File: src/rtl/dvp_tx_source.sv
// OV5640-style DVP byte transmitter: RGB565 stream in, vsync/href/byte out.
// All cam outputs are registered and trail the frame-timing state by one cycle.
module dvp_tx_source #(
    parameter int DATA_WIDTH    = 8,
    parameter int HTS           = 1896,
    parameter int H_FRONT       = 20,
    parameter int VSYNC_LINES   = 3,
    parameter int V_BACK_LINES  = 10,
    parameter int V_FRONT_LINES = 10
) (
    input  logic                  clk_i,
    input  logic                  reset_i,
    input  logic                  enable_i,
    input  logic [15:0]           resolution_width_i,
    input  logic [15:0]           resolution_depth_i,
    input  logic [15:0]           s_pixel_i,
    input  logic                  s_valid_i,
    output logic                  s_ready_o,
    output logic                  cam_vsync_o,
    output logic                  cam_href_o,
    output logic [DATA_WIDTH-1:0] cam_half_pixel_o,
    output logic                  frame_start_o,
    output logic                  frame_done_o,
    output logic [15:0]           frame_cnt_o,
    output logic                  underflow_o,
    output logic                  config_err_o
);

    typedef enum logic [2:0] {
        ST_IDLE, ST_VSYNC, ST_VBP, ST_HFP, ST_ACTIVE, ST_HBLANK, ST_VFP
    } state_t;

    localparam logic [31:0] HTS_U      = 32'(HTS);
    localparam logic [31:0] HFRONT_U   = 32'(H_FRONT);
    localparam logic [31:0] HFP_LAST   = 32'(H_FRONT - 1);
    localparam logic [31:0] VSYNC_LAST = 32'(VSYNC_LINES * HTS - 1);
    localparam logic [31:0] VBP_LAST   = 32'(V_BACK_LINES * HTS - 1);
    localparam logic [31:0] VFP_LAST   = 32'(V_FRONT_LINES * HTS - 1);

    state_t                state_q;
    logic [31:0]           cnt_q;
    logic [15:0]           line_q;
    logic [15:0]           width_q;
    logic [15:0]           depth_q;
    logic [15:0]           frame_cnt_q;
    logic [DATA_WIDTH-1:0] data_q;
    logic [DATA_WIDTH-1:0] low_q;
    logic                  vsync_q;
    logic                  href_q;
    logic                  frame_start_q;
    logic                  frame_done_q;
    logic                  done_pend_q;
    logic                  underflow_q;
    logic                  config_err_q;

    logic [31:0] cfg_act_len;
    logic [31:0] act_len;
    logic [31:0] act_last;
    logic [31:0] hblank_len;
    logic [31:0] hblank_last;
    logic        cfg_ok;
    logic        last_line;
    logic        phase0;
    logic [15:0] pix_in;

    always_comb begin
        cfg_act_len = {15'd0, resolution_width_i, 1'b0};
        cfg_ok      = (resolution_width_i != 16'd0) && (resolution_depth_i != 16'd0) &&
                      (cfg_act_len + HFRONT_U <= HTS_U);
        act_len     = {15'd0, width_q, 1'b0};
        act_last    = act_len - 32'd1;
        hblank_len  = HTS_U - HFRONT_U - act_len;
        hblank_last = hblank_len - 32'd1;
        last_line   = (line_q == depth_q - 16'd1);
        phase0      = (state_q == ST_ACTIVE) && !cnt_q[0];
        // A missing pixel is replaced by black so line timing never stalls.
        pix_in      = s_valid_i ? s_pixel_i : 16'h0000;
    end

    assign s_ready_o        = phase0;
    assign cam_vsync_o      = vsync_q;
    assign cam_href_o       = href_q;
    assign cam_half_pixel_o = data_q;
    assign frame_start_o    = frame_start_q;
    assign frame_done_o     = frame_done_q;
    assign frame_cnt_o      = frame_cnt_q;
    assign underflow_o      = underflow_q;
    assign config_err_o     = config_err_q;

    always_ff @(posedge clk_i) begin
        if (reset_i) begin
            state_q       <= ST_IDLE;
            cnt_q         <= 32'd0;
            line_q        <= 16'd0;
            width_q       <= 16'd0;
            depth_q       <= 16'd0;
            frame_cnt_q   <= 16'd0;
            data_q        <= '0;
            low_q         <= '0;
            vsync_q       <= 1'b1;
            href_q        <= 1'b0;
            frame_start_q <= 1'b0;
            frame_done_q  <= 1'b0;
            done_pend_q   <= 1'b0;
            underflow_q   <= 1'b0;
            config_err_q  <= 1'b0;
        end else begin
            href_q        <= 1'b0;
            data_q        <= '0;
            vsync_q       <= (state_q == ST_IDLE) || (state_q == ST_VSYNC) || (state_q == ST_VFP);
            frame_start_q <= (state_q == ST_VSYNC) && (cnt_q == 32'd0);
            // Done is held back one extra cycle so it coincides with the next frame_start.
            done_pend_q   <= 1'b0;
            frame_done_q  <= done_pend_q;
            if (done_pend_q) begin
                frame_cnt_q <= frame_cnt_q + 16'd1;
            end
            case (state_q)
                ST_IDLE: begin
                    if (enable_i) begin
                        width_q      <= resolution_width_i;
                        depth_q      <= resolution_depth_i;
                        config_err_q <= !cfg_ok;
                        if (cfg_ok) begin
                            state_q <= ST_VSYNC;
                            cnt_q   <= 32'd0;
                        end
                    end
                end
                ST_VSYNC: begin
                    if (cnt_q == VSYNC_LAST) begin
                        state_q <= ST_VBP;
                        cnt_q   <= 32'd0;
                    end else begin
                        cnt_q <= cnt_q + 32'd1;
                    end
                end
                ST_VBP: begin
                    if (cnt_q == VBP_LAST) begin
                        state_q <= ST_HFP;
                        cnt_q   <= 32'd0;
                        line_q  <= 16'd0;
                    end else begin
                        cnt_q <= cnt_q + 32'd1;
                    end
                end
                ST_HFP: begin
                    if (cnt_q == HFP_LAST) begin
                        state_q <= ST_ACTIVE;
                        cnt_q   <= 32'd0;
                    end else begin
                        cnt_q <= cnt_q + 32'd1;
                    end
                end
                ST_ACTIVE: begin
                    href_q <= 1'b1;
                    if (phase0) begin
                        data_q <= DATA_WIDTH'(pix_in[15:8]);
                        low_q  <= DATA_WIDTH'(pix_in[7:0]);
                        if (!s_valid_i) begin
                            underflow_q <= 1'b1;
                        end
                    end else begin
                        data_q <= low_q;
                    end
                    if (cnt_q == act_last) begin
                        cnt_q <= 32'd0;
                        if (hblank_len == 32'd0) begin
                            line_q  <= line_q + 16'd1;
                            state_q <= last_line ? ST_VFP : ST_HFP;
                        end else begin
                            state_q <= ST_HBLANK;
                        end
                    end else begin
                        cnt_q <= cnt_q + 32'd1;
                    end
                end
                ST_HBLANK: begin
                    if (cnt_q == hblank_last) begin
                        cnt_q   <= 32'd0;
                        line_q  <= line_q + 16'd1;
                        state_q <= last_line ? ST_VFP : ST_HFP;
                    end else begin
                        cnt_q <= cnt_q + 32'd1;
                    end
                end
                ST_VFP: begin
                    if (cnt_q == VFP_LAST) begin
                        cnt_q       <= 32'd0;
                        done_pend_q <= 1'b1;
                        state_q     <= ST_IDLE;
                        if (enable_i) begin
                            width_q      <= resolution_width_i;
                            depth_q      <= resolution_depth_i;
                            config_err_q <= !cfg_ok;
                            if (cfg_ok) begin
                                state_q <= ST_VSYNC;
                            end
                        end
                    end else begin
                        cnt_q <= cnt_q + 32'd1;
                    end
                end
                default: begin
                    state_q <= ST_IDLE;
                    cnt_q   <= 32'd0;
                end
            endcase
        end
    end

endmodule

File: config.mk
export PLATFORM = sky130hd
export DESIGN_NAME = dvp_tx_source
export DESIGN_NICKNAME = d
export VERILOG_FILES = /design/src/rtl/dvp_tx_source.sv
export SDC_FILE = /design/constraint.sdc
export NUM_CORES = 1
export LEC_CHECK = 0
export ABC_CLOCK_PERIOD_IN_PS = 4680
export CAP_MARGIN = 20
export CORE_MARGIN = 3
export CORE_UTILIZATION = 30
export CTS_BUF_LIST = sky130_fd_sc_hd__clkbuf_4 sky130_fd_sc_hd__clkbuf_8
export DETAILED_ROUTE_END_ITERATION = 8
export PLACE_DENSITY_LB_ADDON = 0.12
export SLEW_MARGIN = 15
export SYNTH_ARGS = -nofsm -noshare
export SYNTH_HDL_FRONTEND = slang
export SYNTH_SLANG_ARGS = --single-unit
export TNS_END_PERCENT = 30
File: constraint.sdc
create_clock -name clk_i -period 4.68 [get_ports clk_i]
set_clock_uncertainty 0.1 [all_clocks]
set_input_delay 1.404 -clock clk_i [delete_from_list [all_inputs] [get_ports clk_i]]
set_output_delay 1.404 -clock clk_i [all_outputs]
set_load 0.05 [all_outputs]
==> results of run 1 <==
==> state kept, by name (all words and copies together), names as in the netlist <==
name,count
cam_half_pixel_o,8
cam_href_o,1
cam_vsync_o,1
cnt_q,32
config_err_o,1
depth_q,16
done_pend_q,1
frame_cnt_o,16
frame_done_o,1
frame_start_o,1
line_q,16
low_q,8
state_q,3
underflow_o,1
width_q,16
==> placed cells by master, fill, tap and decap left out, types with 6 or more instances in the layout <==
| cell type | n |
|---|---|
| a21oi_1 | 103 |
| o31ai_1 | 8 |
| ha_1 | 12 |
| nand3b_1 | 6 |
| a2111oi_0 | 7 |
| o21ai_0 | 25 |
| nand3_1 | 59 |
| mux2i_1 | 18 |
| or4_1 | 6 |
| nand4_1 | 24 |
| dfxtp_1 | 122 |
| xor2_1 | 33 |
| clkdlybuf4s50_1 | 80 |
| a211oi_1 | 10 |
| nor2_1 | 74 |
| o211ai_1 | 13 |
| or2_2 | 6 |
| and3_1 | 12 |
| or3_1 | 7 |
| o21a_1 | 7 |
| inv_1 | 39 |
| xnor2_1 | 48 |
| o211a_1 | 6 |
| clkbuf_8 | 17 |
| nor3_1 | 40 |
| nand2b_1 | 13 |
| nand2_1 | 172 |
| a21o_1 | 11 |
| o21ai_1 | 10 |
| o2111ai_1 | 6 |
| a22o_1 | 7 |
| a31oi_1 | 13 |
| and2_1 | 8 |
| nor2b_1 | 16 |
| nand4b_1 | 8 |
| nor4_1 | 32 |
| buf_4 | 31 |
==> area by class of cell <==
cell class              count  share of cell area, %
clock inverters            15                   1.69
multi-input cells         917                   55.5
clock buffers              17                   2.28
repair buffers            114                   10.6
well taps                 378                   4.60
inverters                  40                   1.46
flip-flops and latches    122                   23.8
==> power by group <==
part | leakage (nW) | switching (mW) | internal, mW | total [mW]
Sequential | 0.989 | 0.193 | 1.13 | 1.33
Clock | 0.197 | 0.553 | 0.450 | 1.00
Combinational | 2.31 | 1.26 | 0.841 | 2.10
==> metrics by stage <==
step	setup WS [ps]	instance area (um2)
floorplan	776	8650
global placement	220	9860
detailed placement	224	9860
CTS	481	10300
global route	133	10300
finish	526	10300
==> cells by family after synthesis <==
kind of cell    Yosys count
flops                   122
compound gates          281
mux                      26
simple gates            517
buf+inv                 126
xor+xnor                 81
fa+ha+maj                12
==> worst min-delay path: stages, from the launching register on <==
cell,delay [ps]
dfxtp_1,310
nand2_1,60
a21oi_1,60
==> worst paths after layout <==
kind	startpoint	endpoint	slack, ps	cells after the start
min	low_q[2]	low_q[2]	370	2
min reg2reg	low_q[2]	low_q[2]	370	2
max	width_q[3]	line_q[0]	530	10
max reg2reg	width_q[3]	line_q[0]	530	10
==> metal layers <==
layer  GRT usage, %  vias up
li1               -     4297
met1           23.7     3997
met2           26.0      203
met3           3.09       23
met4           3.99        0
met5              0        -
==> impl_metrics.ini, run 1 <==
[finish]
nNetsFinal = 1276
nFillCells = 3036
antenna_cells = 0
layout.cells.non_filler = 1603
post-route-util_pct = 36.6
seq_area_um2 = 2440
layout-drive-gt1-share_pct = 8.98
syn_to_final_growth_pct = 18.7
multiInputGateArea_um2 = 5710

[synthesis]
synth_edf_count = 0
syn_nets = 1229
synthAdderAreaFrac_pct = 1.74
netlist_area_um2 = 8650
synth_top_area_share_pct = 28.2
yosys-top-cells-count = nand2_1 (172), dfxtp_1 (122), a21oi_1 (103), nor2_1 (75), clkbuf_1 (64)
synth_top_family_by_area = simple AND/OR/NAND/NOR gates
synth_top_cell_by_area = dfxtp_1
ys_ff_latch = 122
synthMostInstantiatedCell = nand2_1
synth_compound_area_share_pct = 22.2
synth_cells = 1165
synth_simple_gate_area_share_pct = 30.4
synth_cell_type_count = 88
syn_avg_cell_area_um2 = 7.43
synthArstFlopShare_pct = 0
yosysWarnings = 0
muxShareOfSynthArea_pct = 3.25
synth_xor_area_share_pct = 8.20
seq_area_frac_synth_pct = 28.2
synthTopCellsByArea = dfxtp_1 (28%), nand2_1 (7.5%), a21oi_1 (6.0%)
synthFlopType = dfxtp_1

[drt]
ant_nets = 0
routed_wirelength_um = 26200
viasPerCell = 5.32
drc = 0
wl_met3_um = 1260
drt_first_iter_violations = 509
num_vias = 8520
dr.pass1.iters = 6
dr.max_layer_used = met4
routedWlPerCell_um = 16.3
wl_met1_um = 13000
wl_met2_um = 11600

[place]
post-place-cells = 1571
gp_congestion = 0.844
io_buffers = 82
hpwl_um = 18700

[sta]
tightest_slew_ps = 1000
grt_setup_unrepaired = no
slew-limit-headroom_pct = 32.9
fmax_mhz = 241
layout_min_cycle_time_ps = 4150
setup_violations = 0
timing.hold.ws_ps = 369
fin_crit_sh_pct = 88.8
tns_ps = 0
maxSlewViolCount = 0
hold_viol_final = 0

[min_path]
hold_path.class = register to register

[power]
power_leakage_nw = 3.50
ir_drop_mv = 0.196
p_per_area_nw_per_um2 = 431
power_mw = 4.43

[clocking]
root_buffer = clkbuf_8
cts_setup_buffers = 0
clk_path_buf_depth = 2
htree_levels = 4
clk_pin_slew_worst_paths_ps = 100
ctsHoldBuffers = 0
cts_sinks = 122
cts_tree = built
clock_latency_ps = 450
cts_buffers = 17
cts_resized = 0

[floorplanning]
initial_core_util_pct = 30.8
die_h_um = 176
die_x_um = 176
pin_count = 83
die_area_um2 = 30900
coreArea_um2 = 28100
rows = 61

[worst_setup_path]
path_class = register to register
cp-start-kind = register
cp-end-kind = register
required_ps = 4920
cp_slowest_cell = dfxtp_1
worstPathMaxFanout = 16
slowest_delay_ps = 650
cp_cell_sequence = o21a_1 -> mux2_1 -> a211o_1 -> nor2_2 -> o211ai_1 -> a2111oi_0 -> nor4bb_2 -> a31oi_4 -> a21boi_2 -> mux2_1
arrival_ps = 4390
crit_top_cell = mux2_1
path_delay_family = compound AO/OA/AOI/OAI gates
path_buf_inv = 0

[grt]
grt_pass1_wl_um = 42300
grt_pass1_vias = 7900
antenna_found_initial = 0
grt_max_degree = 52
grtUsageTotal_pct = 16.6
grt-ovfl-total = 0

[flow_run]
cap_violations = 0

[status]
status = finished, final reports clean
Note: power is estimated with default switching activity, not from simulation.
==> run 2, diff against run 1 <==
CORE_MARGIN = 5   (was 3)
==> run 2 against run 1 <==
Largest cell class unchanged. Worst setup slack worse by 8.7 ps. Final area is 0.18% lower. Combinational power hardly changed. Sequential share of layout area hardly changed. Sequential cell count stayed put. Critical path type unchanged. First-iteration DRC count is 2.9% higher. Wire length is 1.1% higher. Register-to-register slack hardly changed.
==> impl_metrics.ini, run 2 (synthesized netlist as in run 1, its figures left out) <==
[sta]
timing.hold.ws_ps = 366
tns_ps = 0
tightest_slew_ps = 961
maxSlewViolCount = 0
hold_viol_final = 0
setup_violations = 0
layout_min_cycle_time_ps = 4160
timing.final.ws_setup_ps = 517
grt_setup_unrepaired = no
fin_crit_sh_pct = 88.9
slew-limit-headroom_pct = 35.7
fmax_mhz = 240

[drt]
routed_wirelength_um = 26500
dr.pass1.iters = 5
viasPerCell = 5.26
drc = 0
routedWlPerCell_um = 16.5
ant_nets = 0
num_vias = 8447
drt_first_iter_violations = 524

[grt]
grt_pass1_wl_um = 44200
grt-ovfl-total = 0
grtUsageTotal_pct = 16.2
antenna_found_initial = 0
grt_max_degree = 49
grt_pass1_vias = 8289

[worst_setup_path]
arrival_ps = 4370
worstPathMaxFanout = 16
cp-end-kind = register
rr_worst_depth = 12
required_ps = 4880
cp-start-kind = register
path_class = register to register

[floorplanning]
coreArea_um2 = 28600
initial_core_util_pct = 30.2
rows = 62
die_x_um = 180
die_h_um = 180
pin_count = 83
die_area_um2 = 32300

[min_path]
worstHoldPathCells = 2
hold_path.class = register to register

[clocking]
htree_levels = 4
clk_pin_slew_worst_paths_ps = 90
cts_setup_buffers = 0
cts_sinks = 122
cts_resized = 0
cts_tree = built
root_buffer = clkbuf_8
clock_latency_ps = 450
clk_path_buf_depth = 2
ctsHoldBuffers = 0
cts_buffers = 17

[finish]
nNetsFinal = 1273
nFillCells = 3024
layout-drive-gt1-share_pct = 8.76
final_common_cell = nand2_1
largest_reg_flops = 32
top_register = cnt_q
post-route-util_pct = 35.8
antenna_cells = 0
syn_to_final_growth_pct = 18.5
mostFrequentLayoutCells = nand2_1 (172), dfxtp_1 (122), a21oi_1 (103)

[power]
power_leakage_nw = 3.48
ir_drop_mv = 0.182
p_per_area_nw_per_um2 = 429

[place]
hpwl_um = 19000
gp_congestion = 0.837
io_buffers = 82
post-place-ws_ps = 182

[flow_run]
cap_violations = 0

[status]
status = finished, final reports clean
run 2: path summary, 6_finish.rpt:
path         startpoint          to  slack [ps]
max          width_q[1]  state_q[2]         520
min reg2reg    low_q[7]    low_q[7]         370
max reg2reg  width_q[1]  state_q[2]         520
min            low_q[7]    low_q[7]         370
run 2: critical path, stage by stage, from the launching register on:
cell	delay [ps]
dfxtp_1	430
inv_1	110
ha_1	320
or3_4	370
a2111oi_4	590
nand2_2	170
nor2_2	200
nand3_1	90
a2111o_1	480
a211oi_4	290
a31oi_4	290
a21oi_1	430
a311oi_1	140
run 2: per-stage QoR:
| stage | cells | cell area [um2] | power [mW] |
|---|---|---|---|
| finish | 1606 | 10300 | 4.40 |
| global route | 1606 | 10300 | 4.74 |
| CTS | 1606 | 10300 | 4.46 |
| detailed placement | 1574 | 9850 | 3.42 |
| global placement | 1574 | 9850 | 3.43 |
| floorplan | 1165 | 8650 | 2.83 |
run 2: power by group:
| group | switching [mW] | internal (mW) |
|---|---|---|
| Sequential | 0.198 | 1.13 |
| Combinational | 1.25 | 0.827 |
| Clock | 0.546 | 0.451 |
run 2: final cells by class:
type	instances	area, um2	share of cell area (%)
Clock buffer	17	234	2.28
Clock inverter	15	173	1.68
Inverter	40	150	1.46
Multi-Input combinational cell	917	5710	55.6
Sequential cell	122	2440	23.8
Tap cell	384	480	4.69
Timing Repair Buffer	111	1070	10.4
run 2: layer usage:
layer | wire [um] | share of wire, % | GRT usage [%]
met2 | 12000 | 45 | 25.9
met4 | 261 | 0.99 | 3.75
met5 | 0 | 0 | 0
met3 | 913 | 3.4 | 3.25
met1 | 13300 | 50 | 22.5
